File: src/rtl/mw_writeback_stage.sv
// MEM/WB pipeline latch, writeback decoder and register-file write-port arbiter.
// The pipeline slot always wins the port; late multdiv results wait in a small FIFO.
module mw_writeback_stage #(
  parameter int DATA_WIDTH     = 32,
  parameter int REG_ADDR_WIDTH = 5,
  parameter int LINK_REG       = 31,
  parameter int STATUS_REG     = 30,
  parameter int MD_DEPTH       = 2
) (
  input  logic                      i_clock,
  input  logic                      i_reset,
  input  logic                      i_mw_en,
  input  logic                      i_mw_flush,
  input  logic                      i_in_valid,
  input  logic [31:0]               i_in_insn,
  input  logic [DATA_WIDTH-1:0]     i_in_o,
  input  logic [DATA_WIDTH-1:0]     i_in_d,
  input  logic                      i_in_exc,
  input  logic                      i_md_valid,
  input  logic [REG_ADDR_WIDTH-1:0] i_md_reg,
  input  logic [DATA_WIDTH-1:0]     i_md_data,
  output logic                      o_md_ready,
  output logic                      o_md_pending,
  output logic                      o_wb_we,
  output logic [REG_ADDR_WIDTH-1:0] o_wb_reg,
  output logic [DATA_WIDTH-1:0]     o_wb_data,
  output logic                      o_byp_valid,
  output logic [REG_ADDR_WIDTH-1:0] o_byp_reg,
  output logic [DATA_WIDTH-1:0]     o_byp_data
);

  localparam int PW = (MD_DEPTH > 1) ? $clog2(MD_DEPTH) : 1;
  localparam int CW = $clog2(MD_DEPTH + 1);
  localparam logic [PW-1:0] LAST_PTR = PW'(MD_DEPTH - 1);
  localparam logic [CW-1:0] DEPTH_C  = CW'(MD_DEPTH);

  localparam logic [4:0] OP_RTYPE = 5'b00000;
  localparam logic [4:0] OP_ADDI  = 5'b00101;
  localparam logic [4:0] OP_LW    = 5'b01000;
  localparam logic [4:0] OP_JAL   = 5'b00011;
  localparam logic [4:0] OP_SETX  = 5'b10101;

  logic                      r_valid;
  logic [31:0]               r_insn;
  logic [DATA_WIDTH-1:0]     r_o;
  logic [DATA_WIDTH-1:0]     r_d;
  logic                      r_exc;
  logic                      r_done;

  logic [REG_ADDR_WIDTH-1:0] r_q_reg  [MD_DEPTH];
  logic [DATA_WIDTH-1:0]     r_q_data [MD_DEPTH];
  logic [PW-1:0]             r_head;
  logic [PW-1:0]             r_tail;
  logic [CW-1:0]             r_count;

  logic                      w_dec_we;
  logic [REG_ADDR_WIDTH-1:0] w_dec_reg;
  logic [DATA_WIDTH-1:0]     w_dec_data;
  logic                      w_slot_wr;
  logic                      w_push;
  logic                      w_pop;
  logic [4:0]                w_opcode;
  logic [REG_ADDR_WIDTH-1:0] w_rd;

  function automatic logic [PW-1:0] ptr_inc(input logic [PW-1:0] p);
    return (p == LAST_PTR) ? '0 : p + PW'(1);
  endfunction

  assign w_opcode = r_insn[31:27];
  assign w_rd     = REG_ADDR_WIDTH'(r_insn[26:22]);

  always_comb begin
    w_dec_we   = 1'b0;
    w_dec_reg  = '0;
    w_dec_data = '0;
    if (r_exc) begin
      w_dec_we   = 1'b1;
      w_dec_reg  = REG_ADDR_WIDTH'(STATUS_REG);
      w_dec_data = r_o;
    end else begin
      case (w_opcode)
        OP_LW: begin
          w_dec_we   = 1'b1;
          w_dec_reg  = w_rd;
          w_dec_data = r_d;
        end
        OP_JAL: begin
          w_dec_we   = 1'b1;
          w_dec_reg  = REG_ADDR_WIDTH'(LINK_REG);
          w_dec_data = r_o;
        end
        OP_SETX: begin
          w_dec_we   = 1'b1;
          w_dec_reg  = REG_ADDR_WIDTH'(STATUS_REG);
          w_dec_data = r_o;
        end
        OP_RTYPE, OP_ADDI: begin
          w_dec_we   = 1'b1;
          w_dec_reg  = w_rd;
          w_dec_data = r_o;
        end
        default: ;
      endcase
    end
  end

  // r0 writes never take the port, so the queue can drain in that cycle
  assign w_slot_wr = r_valid & ~r_done & w_dec_we & (w_dec_reg != '0);

  assign w_pop  = ~w_slot_wr & (r_count != '0);
  assign w_push = i_md_valid & o_md_ready & (i_md_reg != '0);

  assign o_md_ready   = ~i_reset & (r_count < DEPTH_C);
  assign o_md_pending = (r_count != '0);

  always_comb begin
    o_wb_we   = 1'b0;
    o_wb_reg  = '0;
    o_wb_data = '0;
    if (w_slot_wr) begin
      o_wb_we   = 1'b1;
      o_wb_reg  = w_dec_reg;
      o_wb_data = w_dec_data;
    end else if (r_count != '0) begin
      o_wb_we   = 1'b1;
      o_wb_reg  = r_q_reg[r_head];
      o_wb_data = r_q_data[r_head];
    end
  end

  assign o_byp_valid = o_wb_we;
  assign o_byp_reg   = o_wb_reg;
  assign o_byp_data  = o_wb_data;

  always_ff @(posedge i_clock or posedge i_reset) begin
    if (i_reset) begin
      r_valid <= 1'b0;
      r_insn  <= '0;
      r_o     <= '0;
      r_d     <= '0;
      r_exc   <= 1'b0;
      r_done  <= 1'b0;
    end else if (i_mw_flush) begin
      r_valid <= 1'b0;
      r_done  <= 1'b0;
    end else if (i_mw_en) begin
      r_valid <= i_in_valid;
      r_insn  <= i_in_insn;
      r_o     <= i_in_o;
      r_d     <= i_in_d;
      r_exc   <= i_in_exc;
      r_done  <= 1'b0;
    end else if (w_slot_wr) begin
      r_done  <= 1'b1;
    end
  end

  always_ff @(posedge i_clock or posedge i_reset) begin
    if (i_reset) begin
      r_head  <= '0;
      r_tail  <= '0;
      r_count <= '0;
      for (int i = 0; i < MD_DEPTH; i++) begin
        r_q_reg[i]  <= '0;
        r_q_data[i] <= '0;
      end
    end else begin
      if (w_push) begin
        r_q_reg[r_tail]  <= i_md_reg;
        r_q_data[r_tail] <= i_md_data;
        r_tail           <= ptr_inc(r_tail);
      end
      if (w_pop) begin
        r_head <= ptr_inc(r_head);
      end
      case ({w_push, w_pop})
        2'b10:   r_count <= r_count + CW'(1);
        2'b01:   r_count <= r_count - CW'(1);
        default: r_count <= r_count;
      endcase
    end
  end

endmodule

File: config.mk
export PLATFORM = sky130hd
export DESIGN_NAME = mw_writeback_stage
export DESIGN_NICKNAME = d
export VERILOG_FILES = /design/src/rtl/mw_writeback_stage.sv
export SDC_FILE = /design/constraint.sdc
export NUM_CORES = 1
export LEC_CHECK = 0
export ABC_AREA = 1
export CORE_MARGIN = 1.5
export CORE_UTILIZATION = 48
export DETAILED_ROUTE_END_ITERATION = 10
export PLACE_DENSITY_LB_ADDON = 0.12
export SYNTH_ARGS = -nofsm -noshare
export SYNTH_HDL_FRONTEND = slang
export SYNTH_SLANG_ARGS = --single-unit
File: constraint.sdc
create_clock -name i_clock -period 6.98 [get_ports i_clock]
set_input_delay 1.396 -clock i_clock [delete_from_list [all_inputs] [get_ports i_clock]]
set_output_delay 1.396 -clock i_clock [all_outputs]
set_load 0.005 [all_outputs]
Word level (Yosys, flattened, before mapping) --
Cells that the tools add are included. Widths: inputs -> output; s select.
Cells by class: $add $sub $neg 4, multipliers 0, divide/modulo/power cells 0, order comparisons 4, eq/ne operators 6, shift-type cells 0, muxes and demuxes 32, bitwise logic cells 13, reductions and logical operators 12
Operators with widths (number):
- $mux 32 | 7
- $bwmux 64 | 1
- $pmux 32 s2 | 1
- $mux 5 | 7
- $demux 32 s1 | 1
- $pmux 5 s3 | 1
- $mux 1 | 11
- $bwmux 10 | 1
- $reduce_bool 5->1 | 2
- $and 1x1->1 | 7
- $reduce_bool 2->1 | 3
- $demux 5 s1 | 1
- $eq 5x2->1 const B | 1
- $eq 5x3->1 const B | 1
- $eq 5x4->1 const B | 1
- $eq 5x5->1 const B | 1
- $logic_not 5->1 | 1
- $reduce_or 5->1 | 1
- $ge 2x2->1 const B | 2
- $not 1->1 | 4
- $not 1->2 | 2
- $pmux 2 s2 | 1
- $reduce_or 4->1 | 1
- $reduce_bool 3->1 | 1
- 10 further kinds | 11
Word-level totals: bits in registers 177, bits in latches 0, memory bits (writable) 0, ROM bits 0, bits of input ports 140, output and inout port bits 78, logic and storage cells 84, memories 0

Logic depth before layout (Yosys ltp) --
depth after elaboration 10, gate-level depth with buffers 16, depth with buffers taken out 15

Least setup slack after synthesis --
No wires, ideal clock.
path kind register to output, start reg r_insn[27], end out o_wb_data[1], arrival time 1.625 ns, data required time 5.584 ns, slack 3.959 ns, stages on the path, launching flop included 9, buffers on the path 2, cells stage by stage dfrtp_1 nor2_1 nand3_1 nor2_1 clkbuf_1 and3_2 a21oi_1 o21ai_0 buf_4
On the way: word-level cells in the longest chain between the ends 7, elaborated cells between the ends (all ways) 18, classes of those cells 4 x eq/ne; 7 x mux; 2 x bitwise; 5 x reduce/logical
Ends and longest elaborated chain:
- start: declaration | line 44 | logic [31:0] r_insn;
- start signal: assignment | line 148 | r_insn <= i_in_insn;
- $eq 5x3->1, or another cell as far along | line 81 | case (w_opcode)
- $reduce_or 3->1 (no line) or $reduce_or 5->1 (tied branches)
- $pmux 5 s3 or $mux 1 (tied branches) | line 81
- $mux 5 or $mux 1 (tied branches) | line 76 | if (r_exc) begin
- $reduce_bool 5->1 or $and 1x1->1 (tied branches) | line 108 | assign w_slot_wr = r_valid & ~r_done & w_dec_we & (w_dec_reg != '0);
- $and 1x1->1 | line 108
- $mux 32 * | line 120 | if (w_slot_wr) begin
- end: declaration | line 26 | output logic [DATA_WIDTH-1:0] o_wb_data,
Every way passes the cells marked *; elsewhere a longest branch is shown, timed or not.

Worst setup path after layout --
start reg r_insn[28], end out o_wb_data[11]
Same word-level chain as after synthesis.

==> impl_metrics.csv <==
group,metric,value,unit
run_status,status,"completed",
clocking,clock-sinks,155,
floorplan,row_count,46,
synthesis,syn_area,7682,µm²
cells_and_area,regMostFlops,"r_q_data",
clocking,post_cts_resize_count,0,
power_and_ir_drop,finalPower,3.861,mW
synthesis,synth_flop_cell,"dfrtp_1",
power_and_ir_drop,pwr_density_cell,385.8,nW/µm²
critical_path,required,5.58,ns
timing,worst_pin_slew,1.058,ns
flow_run,max_cap_violations,0,
cells_and_area,diodes,0,
cells_and_area,layout_common_cells,"nand2_1, clkdlybuf4s50_1, dfrtp_1",
timing,rsz0062_at_grt,"false",
cells_and_area,fillers,1417,
synthesis,ys_ff_latch,155,
hold_path,hold_path_class,"reg2reg",
critical_path,path_cells,"nand2_1 -> nor2_1 -> nand2_1 -> nand2_2 -> nor2_4 -> nand2_1 -> nor2_1 -> nand2_1 -> nand2_4 -> nand2_1 -> o21ai_2 -> clkdlybuf4s50_1",
critical_path,endpoint,"o_wb_data[11]",
grt,grtUsageTotal,0.2363,
hold_path,whs_path_depth,2,
synthesis,synth_edf_count,0,
placed_design,port_buffers,195,
critical_path,start_kind,"register",
drt,drt.antenna.violating_nets,0,
timing,fin_crit,4.626,ns
clocking,worstSkewPairLatency,0.42,ns
drt,wl,19280,µm
grt,antenna_found_initial,0,
timing,drv_slew,0,
placed_design,placed_cell_area,9433,µm²
cells_and_area,layout_commonest_cell,"nand2_1",
clocking,post_cts_buffers,0,
clocking,cts_inserted_buffers,17,
floorplan,start_util,0.4871,
clocking,cts_tree,"built",
floorplan,die_w,129.5,µm
placed_design,dpl.hpwl,12660,µm
drt,wl_per_cell,16.15,µm
critical_path,path_max_fanout,74,
clocking,clock_path_buffers,2,
grt,grt_util_met2,0.4058,
floorplan,die-area,16770,µm²
critical_path,worstSetupEndpointType,"primary output",
synthesis,netlist_instances,836,
clocking,path_clk_slew,0.06,ns
cells_and_area,fin_util,0.6346,
timing,max_freq,216.2,MHz
grt,grtUsageMet3,0.06193,
critical_path,crit_start,"r_insn[28]",
drt,drc,0,
floorplan,core,15770,µm²
cells_and_area,reg.largest.list,"r_q_data x64, r_d x32, r_o x32",
critical_path,r2r_end,"r_count[1]",
cells_and_area,areaGrowthSynthToFinish,30.28,%
clocking,cts_hold_buf,0,
timing,setup_viol,0,
timing,fin_skew,0.006502,ns
cells_and_area,largest_register_ffs,64,
critical_path,arrival,3.23,ns
drt,drtPass1Iterations,7,
critical_path,path_common_cell,"nand2_1",
placed_design,place.gp.congestion,0.7975,
clocking,cts-htree-levels,4,
synthesis,synth.net_count,977,
synthesis,synthArstFlopShare,1.000,
grt,grt_overflow,0,
critical_path,slowest_stage,"nand2_4",
grt,use_met1,0.2949,
synthesis,ys_types,28,
power_and_ir_drop,peakVddDrop,237.6,µV
cells_and_area,final_cell_area,10010,µm²
critical_path,r2r_start,"r_insn[28]",
synthesis,yosysSeqAreaShare,0.5049,
timing,hold_viol_final,0,
drt,drt_iter0_markers,406,
clocking,cts_root_buf,"clkbuf_16",
timing,slew_headroom,0.2950,
power_and_ir_drop,power_leakage,4.524,nW
cells_and_area,fin_nets,1108,
floorplan,pin_count,218,
cells_and_area,final_cells,1194,
synthesis,ys_warn_count,0,
cells_and_area,drive_gt1_frac,0.1616,
drt,vias_per_cell,5.093,
floorplan,die_h,129.5,µm
timing,final.setup.tns,0,ns
critical_path,max_stage_delay,0.67,ns
critical_path,crit_type,"reg2out",
grt,grt_pass1_wl,30130,µm
placed_design,placed_cells,1164,
grt,grt_pass1_vias,5829,
grt,grt_most_used_layer,"met2",
timing,finalCritPeriodShare,0.6628,
grt,grt_max_degree,109,
drt,num_vias,6081,
critical_path,r2r_slack,4.15,ns
critical_path,reg2regPathDepth,15,
synthesis,syn_area_per_cell,9.189,µm²
power by group:
part           leakage [nW]  total (mW)  internal (mW)  switching (mW)
registers              1.88        1.34           1.18           0.154
logic                  2.38        1.62          0.856           0.761
clock network         0.273       0.906          0.540           0.366
per-stage QoR:
step	hold slack [ns]	setup WS [ns]
floorplan	0.4529	1.406
global placement	0.4660	2.802
detailed placement	0.4728	2.798
CTS	0.4874	2.333
global route	0.5004	2.064
finish	0.4851	2.354
per-layer routing:
metal / vias to the layer above / routed length, µm
met5: - / 0
met4: 0 / 282
met2: 166 / 9770
li1: 2966 / -
met3: 20 / 1088
met1: 2929 / 8142
logic make-up after synthesis:
logic type	after synthesis	share of synthesized area
and+or+nand+nor	283	0.1581
AOI/OAI and AO/OA	184	0.1316
DFF	155	0.5049
buffers and inverters	140	0.09739
muxes	71	0.1041
xor gates and xnor gates	2	0.002281
adders and majority gates	1	0.001628
cells in the mapped netlist, drive strengths merged, types with 2 or more instances:
cell type,number,area (µm²)
a21oi,75,379.1
and3,32,211.5
buf,66,470.4
clkbuf,25,93.84
dfrtp,155,3879
inv,49,183.9
mux2,71,799.5
nand2,222,840.8
nand3,8,45.04
nor2,16,77.58
nor3,2,15.01
o21ai,109,631.9
or2,2,12.52
xnor2,2,17.52
worst min path at each step:
stage | start | end | slack (ns)
finish | r_q_data[18] | r_q_data[18] | 0.49
global route | r_q_data[19] | r_q_data[19] | 0.50
CTS | r_q_data[22] | r_q_data[22] | 0.49
detailed placement | r_q_data[18] | r_q_data[18] | 0.47
global placement | r_q_data[12] | r_q_data[12] | 0.47
floorplan | r_q_data[0] | r_q_data[0] | 0.45
area by class of cell:
| cell class | count | area [µm²] | share of cell area |
|---|---|---|---|
| Tap cell | 216 | 270.3 | 0.02700 |
| Multi-Input combinational cell | 541 | 3083 | 0.3080 |
| Sequential cell | 155 | 3879 | 0.3876 |
| Timing Repair Buffer | 203 | 2012 | 0.2010 |
| Clock buffer | 19 | 452.9 | 0.04526 |
| Clock inverter | 11 | 122.6 | 0.01225 |
| Inverter | 49 | 188.9 | 0.01888 |
worst max-delay path, delay by kind of cell, from the launching register on:
family	cells	cell delay, ns
AOI/OAI and AO/OA	1	0.14
buffers and inverters	1	0.54
and+or+nand+nor	10	1.67
DFF	1	0.41
Note: power is estimated with default switching activity, not from simulation.
